==> config.mk <==
export PLATFORM = sky130hd
export DESIGN_NAME = button_conditioner_flat
export DESIGN_NICKNAME = d
export VERILOG_FILES = /design/src/rtl/button_conditioner_if.sv /design/src/rtl/button_conditioner.sv /design/src/flat_wrapper.sv
export SDC_FILE = /design/constraint.sdc
export NUM_CORES = 1
export LEC_CHECK = 0
export CAP_MARGIN = 10
export CORE_ASPECT_RATIO = 1.4
export CORE_MARGIN = 2
export CORE_UTILIZATION = 60
export CTS_BUF_LIST = sky130_fd_sc_hd__clkbuf_8
export CTS_CLUSTER_SIZE = 14
export DETAILED_ROUTE_END_ITERATION = 7
export PLACE_DENSITY = 0.79
export SYNTH_ARGS = -nofsm -noshare
export SYNTH_HDL_FRONTEND = slang
export SYNTH_SLANG_ARGS = --single-unit
==> constraint.sdc <==
create_clock -name clk -period 2.8 [get_ports clk]
set_clock_uncertainty 0.05 [all_clocks]
set_input_delay 0.56 -clock clk [delete_from_list [all_inputs] [get_ports clk]]
set_output_delay 0.56 -clock clk [all_outputs]
set_load 0.01 [all_outputs]
==> src/rtl/button_conditioner_if.sv <==
// Board-side bundle for the button conditioner: raw keys/switch in, conditioned pulses/level out.
// The master modport drives the raw inputs. The slave modport is the conditioner itself.
interface button_conditioner_if;
  logic key1_raw;
  logic key2_raw;
  logic sw_raw;
  logic button1;
  logic button2;
  logic do_anything;

  modport master (
    output key1_raw, key2_raw, sw_raw,
    input  button1, button2, do_anything
  );

  modport slave (
    input  key1_raw, key2_raw, sw_raw,
    output button1, button2, do_anything
  );
endinterface

==> src/rtl/button_conditioner.sv <==
// Synchronises and debounces two push-buttons and an enable switch.
// Each accepted press becomes a single-cycle pulse, and the switch becomes a clean enable level.
module button_conditioner #(
  parameter int DEBOUNCE_CYCLES = 500_000,
  parameter int SYNC_STAGES     = 2,
  parameter int KEY_ACTIVE_LOW  = 1,
  parameter int SW_ACTIVE_LOW   = 0
) (
  input logic clk,
  input logic rst,
  button_conditioner_if.slave bus
);
  localparam int CW = $clog2(DEBOUNCE_CYCLES);
  localparam logic [CW-1:0] CNT_LAST = CW'(DEBOUNCE_CYCLES - 1);
  localparam logic [CW-1:0] CNT_ONE  = CW'(1);
  localparam logic KEY_INV = 1'(KEY_ACTIVE_LOW != 0);
  localparam logic SW_INV  = 1'(SW_ACTIVE_LOW != 0);

  typedef enum logic [1:0] {IDLE, PRESS_WAIT, PRESSED, RELEASE_WAIT} keyState_e;

  logic [2:0]                  rawNorm;
  logic [SYNC_STAGES-1:0][2:0] sync_q;
  logic [2:0]                  s;

  keyState_e       keyState_q [2];
  keyState_e       keyState_d [2];
  logic [CW-1:0]   keyCnt_q [2];
  logic [CW-1:0]   keyCnt_d [2];
  logic [1:0]      pulse_q, pulse_d;
  logic            doAny_q, doAny_d;
  logic            swPending_q, swPending_d;
  logic [CW-1:0]   swCnt_q, swCnt_d;

  // Bit order is {sw, key2, key1}. Every bit is normalised so that 1 means pressed/on.
  assign rawNorm = {bus.sw_raw ^ SW_INV, bus.key2_raw ^ KEY_INV, bus.key1_raw ^ KEY_INV};
  assign s       = sync_q[SYNC_STAGES-1];

  always_ff @(posedge clk or posedge rst) begin
    if (rst) begin
      sync_q <= '0;
    end else begin
      sync_q[0] <= rawNorm;
      for (int i = 1; i < SYNC_STAGES; i++) begin
        sync_q[i] <= sync_q[i-1];
      end
    end
  end

  always_ff @(posedge clk or posedge rst) begin
    if (rst) begin
      for (int k = 0; k < 2; k++) begin
        keyState_q[k] <= PRESSED;
        keyCnt_q[k]   <= '0;
      end
      pulse_q     <= '0;
      doAny_q     <= 1'b0;
      swPending_q <= 1'b0;
      swCnt_q     <= '0;
    end else begin
      for (int k = 0; k < 2; k++) begin
        keyState_q[k] <= keyState_d[k];
        keyCnt_q[k]   <= keyCnt_d[k];
      end
      pulse_q     <= pulse_d;
      doAny_q     <= doAny_d;
      swPending_q <= swPending_d;
      swCnt_q     <= swCnt_d;
    end
  end

  always_comb begin
    for (int k = 0; k < 2; k++) begin
      keyState_d[k] = keyState_q[k];
      keyCnt_d[k]   = keyCnt_q[k];
      case (keyState_q[k])
        IDLE: begin
          if (s[k]) begin
            keyState_d[k] = PRESS_WAIT;
            keyCnt_d[k]   = '0;
          end
        end
        PRESS_WAIT: begin
          if (!s[k]) begin
            keyState_d[k] = IDLE;
            keyCnt_d[k]   = '0;
          end else if (keyCnt_q[k] == CNT_LAST) begin
            keyState_d[k] = PRESSED;
            keyCnt_d[k]   = '0;
          end else begin
            keyCnt_d[k] = keyCnt_q[k] + CNT_ONE;
          end
        end
        PRESSED: begin
          if (!s[k]) begin
            keyState_d[k] = RELEASE_WAIT;
            keyCnt_d[k]   = '0;
          end
        end
        RELEASE_WAIT: begin
          if (s[k]) begin
            keyState_d[k] = PRESSED;
            keyCnt_d[k]   = '0;
          end else if (keyCnt_q[k] == CNT_LAST) begin
            keyState_d[k] = IDLE;
            keyCnt_d[k]   = '0;
          end else begin
            keyCnt_d[k] = keyCnt_q[k] + CNT_ONE;
          end
        end
        default: begin
          keyState_d[k] = PRESSED;
          keyCnt_d[k]   = '0;
        end
      endcase
    end

    // The first mismatching edge only arms the filter. This gives the switch the same latency as the keys' wait-state entry.
    doAny_d     = doAny_q;
    swPending_d = swPending_q;
    swCnt_d     = swCnt_q;
    if (s[2] == doAny_q) begin
      swPending_d = 1'b0;
      swCnt_d     = '0;
    end else if (!swPending_q) begin
      swPending_d = 1'b1;
      swCnt_d     = '0;
    end else if (swCnt_q == CNT_LAST) begin
      doAny_d     = s[2];
      swPending_d = 1'b0;
      swCnt_d     = '0;
    end else begin
      swCnt_d = swCnt_q + CNT_ONE;
    end
  end

  always_comb begin
    pulse_d = '0;
    for (int k = 0; k < 2; k++) begin
      pulse_d[k] = (keyState_q[k] == PRESS_WAIT) && s[k] && (keyCnt_q[k] == CNT_LAST) && doAny_q;
    end
  end

  assign bus.button1     = pulse_q[0];
  assign bus.button2     = pulse_q[1];
  assign bus.do_anything = doAny_q;
endmodule

==> src/flat_wrapper.sv <==
// flat-port wrapper written by rule: the top's interface ports become plain ports
module button_conditioner_flat 
#(
  parameter int DEBOUNCE_CYCLES = 500_000,
  parameter int SYNC_STAGES     = 2,
  parameter int KEY_ACTIVE_LOW  = 1,
  parameter int SW_ACTIVE_LOW   = 0
)
  (clk, rst, bus_key1_raw, bus_key2_raw, bus_sw_raw, bus_button1, bus_button2, bus_do_anything);
  button_conditioner_if bus_i ();
  input logic clk;
  input logic rst;
  input wire logic [$bits(bus_i.key1_raw)-1:0] bus_key1_raw;
  input wire logic [$bits(bus_i.key2_raw)-1:0] bus_key2_raw;
  input wire logic [$bits(bus_i.sw_raw)-1:0] bus_sw_raw;
  output wire logic [$bits(bus_i.button1)-1:0] bus_button1;
  output wire logic [$bits(bus_i.button2)-1:0] bus_button2;
  output wire logic [$bits(bus_i.do_anything)-1:0] bus_do_anything;
  assign bus_i.key1_raw = bus_key1_raw;
  assign bus_i.key2_raw = bus_key2_raw;
  assign bus_i.sw_raw = bus_sw_raw;
  assign bus_button1 = bus_i.button1;
  assign bus_button2 = bus_i.button2;
  assign bus_do_anything = bus_i.do_anything;
  button_conditioner #(.DEBOUNCE_CYCLES(DEBOUNCE_CYCLES), .SYNC_STAGES(SYNC_STAGES), .KEY_ACTIVE_LOW(KEY_ACTIVE_LOW), .SW_ACTIVE_LOW(SW_ACTIVE_LOW)) u_core (.clk(clk), .rst(rst), .bus(bus_i));
endmodule
==> results.sh, run 1 <==
export IMPL_status="finished, final reports clean"
export IMPL_drive_gt1_frac=0.0982
export IMPL_row_count=33
export IMPL_postCtsSetupRepairBufs=0
export IMPL_rsz0062_at_grt="no"
export IMPL_end_kind="flip-flop"
export IMPL_fp_dieH_um=95.4
export IMPL_finalSetupViolCount=0
export IMPL_synth_ff_latch_count=71
export IMPL_post_route_period_util=0.879
export IMPL_die_w_um=69.3
export IMPL_initial_core_util=0.615
export IMPL_ir_worst_vdd_mv=0.435
export IMPL_synthesis_area_um2=3580
export IMPL_power_density_nw_per_um2=573
export IMPL_synth_common_cells="69 x dfrtp_1, 48 x nand2_1, 31 x nor2_1"
export IMPL_place_hpwl_mm=4.70
export IMPL_clk_latency_ns=0.36
export IMPL_ant_nets=0
export IMPL_yosysUniqueCellTypes=54
export IMPL_antenna_found_initial=0
export IMPL_cts_tree="built"
export IMPL_finalNetCount=390
export IMPL_grt_pass1_wl_mm=12.1
export IMPL_yosys_area_top_type_share=0.483
export IMPL_grt_pass1_vias=2782
export IMPL_cts_buffers=9
export IMPL_instances_no_fill=457
export IMPL_cap_violations=0
export IMPL_cts_max_level=3
export IMPL_clkSinkCount=71
export IMPL_synth_warnings=0
export IMPL_yosysMostFrequentCell="dfrtp_1"
export IMPL_via_per_inst=6.13
export IMPL_drt_iter0_drc=183
export IMPL_critical_path_required_ns=2.99
export IMPL_p_total_mw=2.23
export IMPL_crit_start="u_core.keyCnt_q[0]$_DFFE_PP0P_"
export IMPL_gp_congestion=0.855
export IMPL_post_place_ws_ns=0.401
export IMPL_ctsRootBufferMaster="clkbuf_8"
export IMPL_synth_edf_count=0
export IMPL_dr_pass1_iters=4
export IMPL_max_freq_mhz=406
export IMPL_report_final_slew_viol_count=0
export IMPL_fin_setup_tns_ns=0
export IMPL_cts_buffer_depth=2
export IMPL_fin_crit_ns=2.46
export IMPL_max_slew_worst_pin_slew_ns=0.899
export IMPL_rr_worst_depth=6
export IMPL_drt_wirelength_per_cell_um=15.4
export IMPL_globalRouteOverflowTotal=0
export IMPL_num_io_pins=8
export IMPL_finalWorstSetupSlack_ns=0.339
export IMPL_dpl_cell_count=441
export IMPL_ys_flop_type="dfrtp_1"
export IMPL_timing_rr_start="u_core.keyCnt_q[0]$_DFFE_PP0P_"
export IMPL_whs_ns=0.305
export IMPL_hold_path_class="flip-flop to flip-flop"
export IMPL_syn2layout_area_growth_pct=8.53
export IMPL_hold_depth=0
export IMPL_ys_seq_area_frac=0.497
export IMPL_synthCells=370
export IMPL_async_reset_ff_frac=1.00
export IMPL_avgSynthCellArea_um2=9.67
export IMPL_clk_pin_slew_worst_paths_ns=0.07
export IMPL_postCtsHoldBufs=0
export IMPL_vias=2802
export IMPL_die_area_um2=6610
export IMPL_port_buffers=7
export IMPL_p_leak_nw=1.68
export IMPL_drc=0
export IMPL_syn_num_nets=378
export IMPL_path_max_fanout=15
export IMPL_grt_max_degree=72
export IMPL_ctsResizeCount=0
export IMPL_yosys_area_top_type="dfrtp_1"
export IMPL_worstPathArrival_ns=2.65
export IMPL_synth_area_leaders="dfrtp_1 48%, nand2_1 5.0%, xor2_1 3.9%"
export IMPL_routed_wl_mm=7.03
export IMPL_crit_type="flip-flop to flip-flop"
export IMPL_hp_start="u_core.sync_q[1]$_DFF_PP0_"
export IMPL_n_antenna_cell=0
export IMPL_critPathLaunchType="flip-flop"
export IMPL_core_area_um2=5820
export IMPL_track_usage=0.230
export IMPL_slew_headroom=0.399
export IMPL_finalHoldViolations=0
## sequential cells by signal, summed over array words and instances (netlist names), named ones only
signal / count
u_core.keyCnt_q: 38
u_core.swCnt_q: 19
u_core.s: 3
u_core.sync_q: 3
u_core.keyState_q: 2
u_core.pulse_q: 2
u_core.bus.do_anything: 1
u_core.swPending_q: 1
## path summary, 6_finish.rpt
kind                                              endpoint  slack [ns]
setup / recovery           u_core.keyCnt_q[13]$_DFFE_PP0P_        0.34
hold / removal                       u_core.s[1]$_DFF_PP0_        0.31
setup reg to reg           u_core.keyCnt_q[13]$_DFFE_PP0P_        0.34
hold reg to reg                      u_core.s[1]$_DFF_PP0_        0.31
max in group asynchronous       asynchronous set/reset pin        1.80
min in group asynchronous      u_core.swCnt_q[5]$_DFF_PP0_        0.55
## cells by family (layout without fill, tap and decap cells)
group,count (synthesis),after routing,synth area share
buffers and inverters,20,37,0.0290
flip-flops,71,71,0.497
XOR/XNOR,26,26,0.0636
AND/OR/NAND/NOR,178,178,0.260
AO/OA/AOI/OAI,64,64,0.116
multiplexers,8,8,0.0234
adder cells (fa/ha/maj),3,3,0.0105
## worst max-delay path: stages (launching register included)
cell	delay [ns]
dfrtp_1	0.41
ha_1	0.23
and4_2	0.32
nand2_2	0.10
o41ai_4	0.77
o21ai_0	0.20
a22o_1	0.26
## stage by stage
step | instance area (µm²) | util
floorplan | 3580 | -
global placement | 3710 | 0.637
detailed placement | 3710 | 0.637
CTS | 3880 | 0.667
global route | 3880 | 0.667
finish | 3880 | 0.667
## cell usage in the layout, fill, tap and decap left out, drive strengths merged, types with 4 or more instances in the layout
master | synthesis | final
dfrtp | 69 | 69
nand2 | 49 | 49
nor2 | 31 | 31
o21ai | 23 | 23
nand3 | 22 | 22
xor2 | 16 | 16
and3 | 15 | 15
a21oi | 14 | 14
nor3 | 13 | 13
inv | 11 | 13
xnor2 | 10 | 10
clkbuf | 3 | 10
nand4 | 8 | 8
a21o | 7 | 7
clkdlybuf4s50 | 0 | 7
and4 | 7 | 7
and2 | 6 | 6
mux2i | 5 | 5
a31oi | 5 | 5
or2 | 5 | 5
or3 | 5 | 5
nor4 | 5 | 5
a22o | 4 | 4
## metal layers
metal  wire length (µm)  share of wire  up-vias  track usage
met1               3050           0.43     1389        0.263
met5                  0              0        -            0
met4                146          0.021        0        0.101
li1                   -              -     1345            -
met3                236          0.034       17       0.0624
met2               3610           0.51       51        0.405
## final cells by class
class | instances | area [µm²]
multi-input cells | 279 | 1700
clock buffers | 10 | 138
clock inverters | 6 | 37.5
repair buffers | 10 | 105
flip-flops and latches | 71 | 1780
fillers | 484 | 1940
well taps | 70 | 87.6
inverters | 11 | 41.3
## power by group
group          switching (mW)  total (mW)  internal, mW
logic                   0.237       0.362         0.125
clock network           0.399       0.741         0.342
registers              0.0522        1.12          1.07
(Power assumes the default switching activity.)
==> run 2: changes to the inputs <==
Settings changed: GPL_TIMING_DRIVEN from default to 0.
==> run 2 against run 1 <==
  * Clock power is 19% higher
  * Highest routed layer unchanged
  * Clock-buffer cell count is 1 lower
  * Design area is 1.7% higher
  * Die area stayed put
  * Critical endpoint is now u_core.keyCnt_q[26]$_DFFE_PP0P_
  * Utilization is 1.2 points higher
  * Fmax is 10% higher
==> results.sh, run 2 (synthesis results as in run 1) <==
export IMPL_status="finished, final reports clean"
export IMPL_cap_violations=0
export IMPL_use_met3=0.0349
export IMPL_drc=0
export IMPL_dr_pass1_iters=5
export IMPL_die_w_um=69.3
export IMPL_row_count=33
export IMPL_slew_headroom=0.437
export IMPL_finalSetupViolCount=0
export IMPL_whs_ns=0.307
export IMPL_cts_buffers=9
export IMPL_layout_commonest_cell="dfrtp_1"
export IMPL_cts_tree="built"
export IMPL_worstPathArrival_ns=2.46
export IMPL_clk_latency_ns=0.35
export IMPL_initial_core_util=0.615
export IMPL_r2r_end="u_core.keyCnt_q[26]$_DFFE_PP0P_"
export IMPL_r2r_slack_ns=0.56
export IMPL_final_area_um2=3950
export IMPL_n_fill_cell=455
export IMPL_post_route_period_util=0.799
export IMPL_cts_max_level=3
export IMPL_fin_setup_tns_ns=0
export IMPL_critPathLaunchType="flip-flop"
export IMPL_multi_input_area_um2=1700
export IMPL_crit_type="flip-flop to flip-flop"
export IMPL_path_common_cell="a31oi_1"
export IMPL_ant_nets=0
export IMPL_hp_start="u_core.sync_q[2]$_DFF_PP0_"
export IMPL_min_to="u_core.s[2]$_DFF_PP0_"
export IMPL_max_stage_delay_ns=0.41
export IMPL_clkSinkCount=71
export IMPL_fin_crit_ns=2.24
export IMPL_rr_worst_depth=7
export IMPL_num_io_pins=8
export IMPL_hold_depth=0
export IMPL_place_area_um2=3740
export IMPL_routed_wl_mm=7.27
export IMPL_grt_pass1_wl_mm=12.4
export IMPL_end_kind="flip-flop"
export IMPL_ctsResizeCount=0
export IMPL_drive_gt1_frac=0.104
export IMPL_grt_max_degree=72
export IMPL_ctsRootBufferMaster="clkbuf_8"
export IMPL_port_buffers=7
export IMPL_drt_iter0_drc=228
export IMPL_clk_pin_slew_worst_paths_ns=0.07
export IMPL_use_met1=0.284
export IMPL_regMostFlops="u_core.keyCnt_q"
export IMPL_power_density_nw_per_um2=606
export IMPL_report_final_slew_viol_count=0
export IMPL_finalHoldViolations=0
export IMPL_fp_dieH_um=95.4
export IMPL_gp_congestion=0.881
export IMPL_crit_path_top_delay_cell="a31oi_1"
export IMPL_syn2layout_area_growth_pct=10.4
export IMPL_rsz0062_at_grt="no"
export IMPL_p_leak_nw=1.71
export IMPL_cpLargestDelayFamily="compound AO/OA/AOI/OAI gates"
export IMPL_reg_top3="u_core.keyCnt_q: 38 flops, u_core.swCnt_q: 19 flops"
export IMPL_postCtsSetupRepairBufs=0
export IMPL_use_met2=0.402
export IMPL_layout_common_cells="69 x dfrtp_1, 48 x nand2_1, 31 x nor2_1"
export IMPL_largest_register_ffs=38
export IMPL_cp_cell_sequence="ha_1 > and4_1 > and3_2 > a31oi_1 > buf_6 > o21ai_0 > a31oi_1"
export IMPL_path_max_fanout=10
export IMPL_grt_pass1_vias=2755
export IMPL_vias=2844
export IMPL_track_usage=0.235
export IMPL_ir_worst_vdd_mv=0.424
export IMPL_grt_busiest_layer="met2"
export IMPL_die_area_um2=6610
export IMPL_core_area_um2=5820
export IMPL_seqCellArea_um2=1780
export IMPL_max_freq_mhz=447
export IMPL_timing_rr_start="u_core.keyCnt_q[19]$_DFFE_PP0P_"
export IMPL_critical_path_required_ns=3.02
export IMPL_antenna_found_initial=0
export IMPL_n_antenna_cell=0
export IMPL_cts_buffer_depth=2
export IMPL_via_per_inst=6.14
export IMPL_hold_path_class="flip-flop to flip-flop"
export IMPL_crit_start="u_core.keyCnt_q[19]$_DFFE_PP0P_"
export IMPL_globalRouteOverflowTotal=0
export IMPL_postCtsHoldBufs=0
export IMPL_drt_wirelength_per_cell_um=15.7
export IMPL_place_hpwl_mm=4.95
export IMPL_finalNetCount=396
export IMPL_path_buf_inv=1
export IMPL_max_slew_worst_pin_slew_ns=0.844
-- run 2: changes by cell type in the layout (fill, tap and decap cells not counted), sizes merged --
cell    previous run  this run
buf                3         6
bufinv             0         2
clkbuf            10        12
inv               13        12
-- run 2: how the worst max path moves through the flow --
stage                                              end  slack (ns)  depth (start not counted)
global route           u_core.keyCnt_q[26]$_DFFE_PP0P_        0.47                          7
CTS                    u_core.keyCnt_q[15]$_DFFE_PP0P_        0.60                          7
global placement       u_core.keyCnt_q[35]$_DFFE_PP0P_       -0.71                          2
finish                 u_core.keyCnt_q[26]$_DFFE_PP0P_        0.56                          7
detailed placement     u_core.keyCnt_q[15]$_DFFE_PP0P_        0.61                          7
floorplan           u_core.bus.do_anything$_DFFE_PP0P_        0.40                          1
-- run 2: where the power goes --
group	total, mW	leakage [nW]	switching, mW	internal [mW]
logic	0.390	0.642	0.247	0.143
registers	1.12	0.961	0.0511	1.07
clock network	0.879	0.106	0.385	0.495
-- run 2: worst register-to-register path, delay by kind of cell, from the launching register on --
family	cells	cell delay, ns
adders and majority gates	1	0.24
buffers and inverters	1	0.22
and+or+nand+nor	2	0.56
DFF	1	0.40
AOI/OAI and AO/OA	3	0.69
-- run 2: per-layer routing --
| layer | routed length (µm) | part of all wire |
|---|---|---|
| met1 | 3110 | 0.43 |
| met2 | 3710 | 0.51 |
| met4 | 186 | 0.026 |
| met3 | 256 | 0.035 |
| met5 | 0 | 0 |
-- run 2: final cells by class --
| cell class | instances | area share |
|---|---|---|
| flip-flops and latches | 71 | 0.450 |
| multi-input cells | 279 | 0.429 |
| clock buffers | 9 | 0.0313 |
| clock inverters | 7 | 0.0225 |
| well taps | 70 | 0.0222 |
| repair buffers | 7 | 0.0177 |
| plain buffers | 9 | 0.0158 |
| inverters | 11 | 0.0111 |
-- run 2: per-stage QoR --
step | setup slack (ns) | power, mW | util | instances
after floorplan | 0.397 | 1.42 | - | 370
after global routing | 0.467 | 2.50 | 0.679 | 463
final | 0.564 | 2.39 | 0.679 | 463
after detailed placement | 0.609 | 1.53 | 0.642 | 447
after CTS | 0.597 | 2.41 | 0.679 | 463
after global placement | -0.708 | 1.52 | 0.642 | 447
==> run 3: changes to the inputs <==
Clock period 2.8 ns to 2.2 ns, I/O delays scaled along.
==> run 3 against run 2 <==
  * Combinational power up 32%
  * Critical path depth down 1
  * Worst hold slack better by 0.00091 ns
  * Global-route usage down 0.25 points
  * Utilization up 0.88 points
  * Via count down 1.9%
  * Sequential share of layout area down 0.58 points
  * Wire length down 0.22%
  * Final cell count up 0.43%
  * Total power up 31%
  * Sequential cell count unchanged
  * Largest power group unchanged
==> results.sh, run 3 (synthesis results as in run 1) <==
export IMPL_status="finished, final reports clean"
export IMPL_die_w_um=69.3
export IMPL_final_area_um2=4000
export IMPL_critPathLaunchType="flip-flop"
export IMPL_cp_cell_sequence="ha_1 > and4_2 > nand2_2 > o41a_1 > a21oi_1 > mux2i_1"
export IMPL_use_met2=0.398
export IMPL_max_slew_worst_pin_slew_ns=0.734
export IMPL_max_freq_mhz=480
export IMPL_hold_path_class="flip-flop to flip-flop"
export IMPL_die_area_um2=6610
export IMPL_fp_dieH_um=95.4
export IMPL_timing_rr_start="u_core.keyCnt_q[0]$_DFFE_PP0P_"
export IMPL_ir_worst_vdd_mv=0.461
export IMPL_core_area_um2=5820
export IMPL_dpl_cell_count=448
export IMPL_final_core_util=0.688
export IMPL_drt_wirelength_per_cell_um=15.6
export IMPL_pwr_share_seq=0.458
export IMPL_power_switching_uw=927
export IMPL_drive_gt1_frac=0.116
export IMPL_initial_core_util=0.615
export IMPL_cts_buffers=9
export IMPL_cap_violations=0
export IMPL_p_int_mw=2.20
export IMPL_cts_max_level=3
export IMPL_clk_latency_ns=0.37
export IMPL_postCtsHoldBufs=0
export IMPL_drc=0
export IMPL_worstPathArrival_ns=2.28
export IMPL_critical_path_required_ns=2.39
export IMPL_crit_type="flip-flop to flip-flop"
export IMPL_grt_pass1_wl_mm=12.1
export IMPL_report_final_slew_viol_count=0
export IMPL_clkSinkCount=71
export IMPL_finalNetCount=398
export IMPL_port_buffers=7
export IMPL_n_fill_cell=422
export IMPL_power_frac_comb=0.165
export IMPL_max_stage_delay_ns=0.56
export IMPL_rsz0062_at_grt="no"
export IMPL_globalRouteOverflowTotal=0
export IMPL_ant_nets=0
export IMPL_cts_buffer_depth=2
export IMPL_dr_pass1_iters=4
export IMPL_reg_top3="u_core.keyCnt_q: 38 flops, u_core.swCnt_q: 19 flops"
export IMPL_post_route_period_util=0.946
export IMPL_gp_congestion=0.879
export IMPL_path_max_fanout=8
export IMPL_place_area_um2=3760
export IMPL_routed_wl_mm=7.25
export IMPL_vias=2790
export IMPL_swShare=0.297
export IMPL_grt_max_degree=40
export IMPL_track_usage=0.233
export IMPL_drt_iter0_drc=197
export IMPL_finalSetupViolCount=0
export IMPL_cts_tree="built"
export IMPL_grt_pass1_vias=2658
export IMPL_finalHoldViolations=0
export IMPL_n_antenna_cell=0
export IMPL_row_count=33
export IMPL_place_hpwl_mm=5.01
export IMPL_slew_headroom=0.510
export IMPL_whs_ns=0.307
export IMPL_pwr_share_clk=0.378
export IMPL_use_met1=0.279
export IMPL_crit_path_top_delay_cell="o41a_1"
export IMPL_crit_start="u_core.keyCnt_q[0]$_DFFE_PP0P_"
export IMPL_grt_busiest_layer="met2"
export IMPL_fin_setup_tns_ns=0
export IMPL_finalWorstSetupSlack_ns=0.118
export IMPL_use_met3=0.0444
export IMPL_num_io_pins=8
export IMPL_post_place_ws_ns=0.0317
export IMPL_via_per_inst=6.00
export IMPL_p_leak_nw=1.72
export IMPL_ctsRootBufferMaster="clkbuf_8"
export IMPL_end_kind="flip-flop"
export IMPL_power_density_nw_per_um2=781
export IMPL_layout_common_cells="69 x dfrtp_1, 48 x nand2_1, 31 x nor2_1"
export IMPL_fin_crit_ns=2.08
export IMPL_clk_pin_slew_worst_paths_ns=0.08
export IMPL_instances_no_fill=465
export IMPL_antenna_found_initial=0
export IMPL_hp_start="u_core.sync_q[0]$_DFF_PP0_"
export IMPL_syn2layout_area_growth_pct=11.9
export IMPL_regMostFlops="u_core.keyCnt_q"
export IMPL_p_total_mw=3.13
export IMPL_largest_register_ffs=38
export IMPL_layout_commonest_cell="dfrtp_1"
-- run 3: worst max-delay path, delay by kind of cell (launching register included) --
kind	cells	cell delay [ns]
DFF	1	0.41
AOI/OAI and AO/OA	2	0.75
muxes	1	0.10
and+or+nand+nor	2	0.44
adders and majority gates	1	0.23
-- run 3: what timing repair did --
action                     4_1_cts  5_1_grt
setup endpoints to repair        0       21
gates resized for setup          0        4
setup buffers                    0        1
-- run 3: path summary, 6_finish.rpt --
check	depth (start not counted)	slack [ns]	endpoint
worst max-delay path	6	0.12	u_core.keyCnt_q[10]$_DFFE_PP0P_
worst min-delay path	0	0.31	u_core.s[0]$_DFF_PP0_
worst max register to register	6	0.12	u_core.keyCnt_q[10]$_DFFE_PP0P_
worst min register to register	0	0.31	u_core.s[0]$_DFF_PP0_
max in group asynchronous	3	0.93	asynchronous set/reset pin
min in group asynchronous	2	0.48	u_core.sync_q[1]$_DFF_PP0_
-- run 3: power groups by stage --
| stage | sequential [mW] | combinational, mW | clock, mW |
|---|---|---|---|
| floorplan | 1.44 | 0.368 | 0 |
| global placement | 1.45 | 0.483 | 0 |
| detailed placement | 1.45 | 0.499 | 0 |
| CTS | 1.43 | 0.504 | 1.18 |
| global route | 1.44 | 0.565 | 1.23 |
| finish | 1.43 | 0.515 | 1.18 |
-- run 3: area by class of cell --
type / instances / area, µm² / share of cell area
flip-flops and latches: 71 / 1780 / 0.445
multi-input cells: 279 / 1710 / 0.427
clock buffers: 9 / 124 / 0.0309
repair buffers: 9 / 97.6 / 0.0244
clock inverters: 7 / 96.3 / 0.0241
well taps: 70 / 87.6 / 0.0219
plain buffers: 9 / 62.6 / 0.0156
inverters: 11 / 45.0 / 0.0113
-- run 3: metal layers --
metal  vias up  routed length [µm]
met5         -                   0
li1       1362                   -
met4         0                 170
met3        15                 226
met1      1364                3170
met2        49                3680
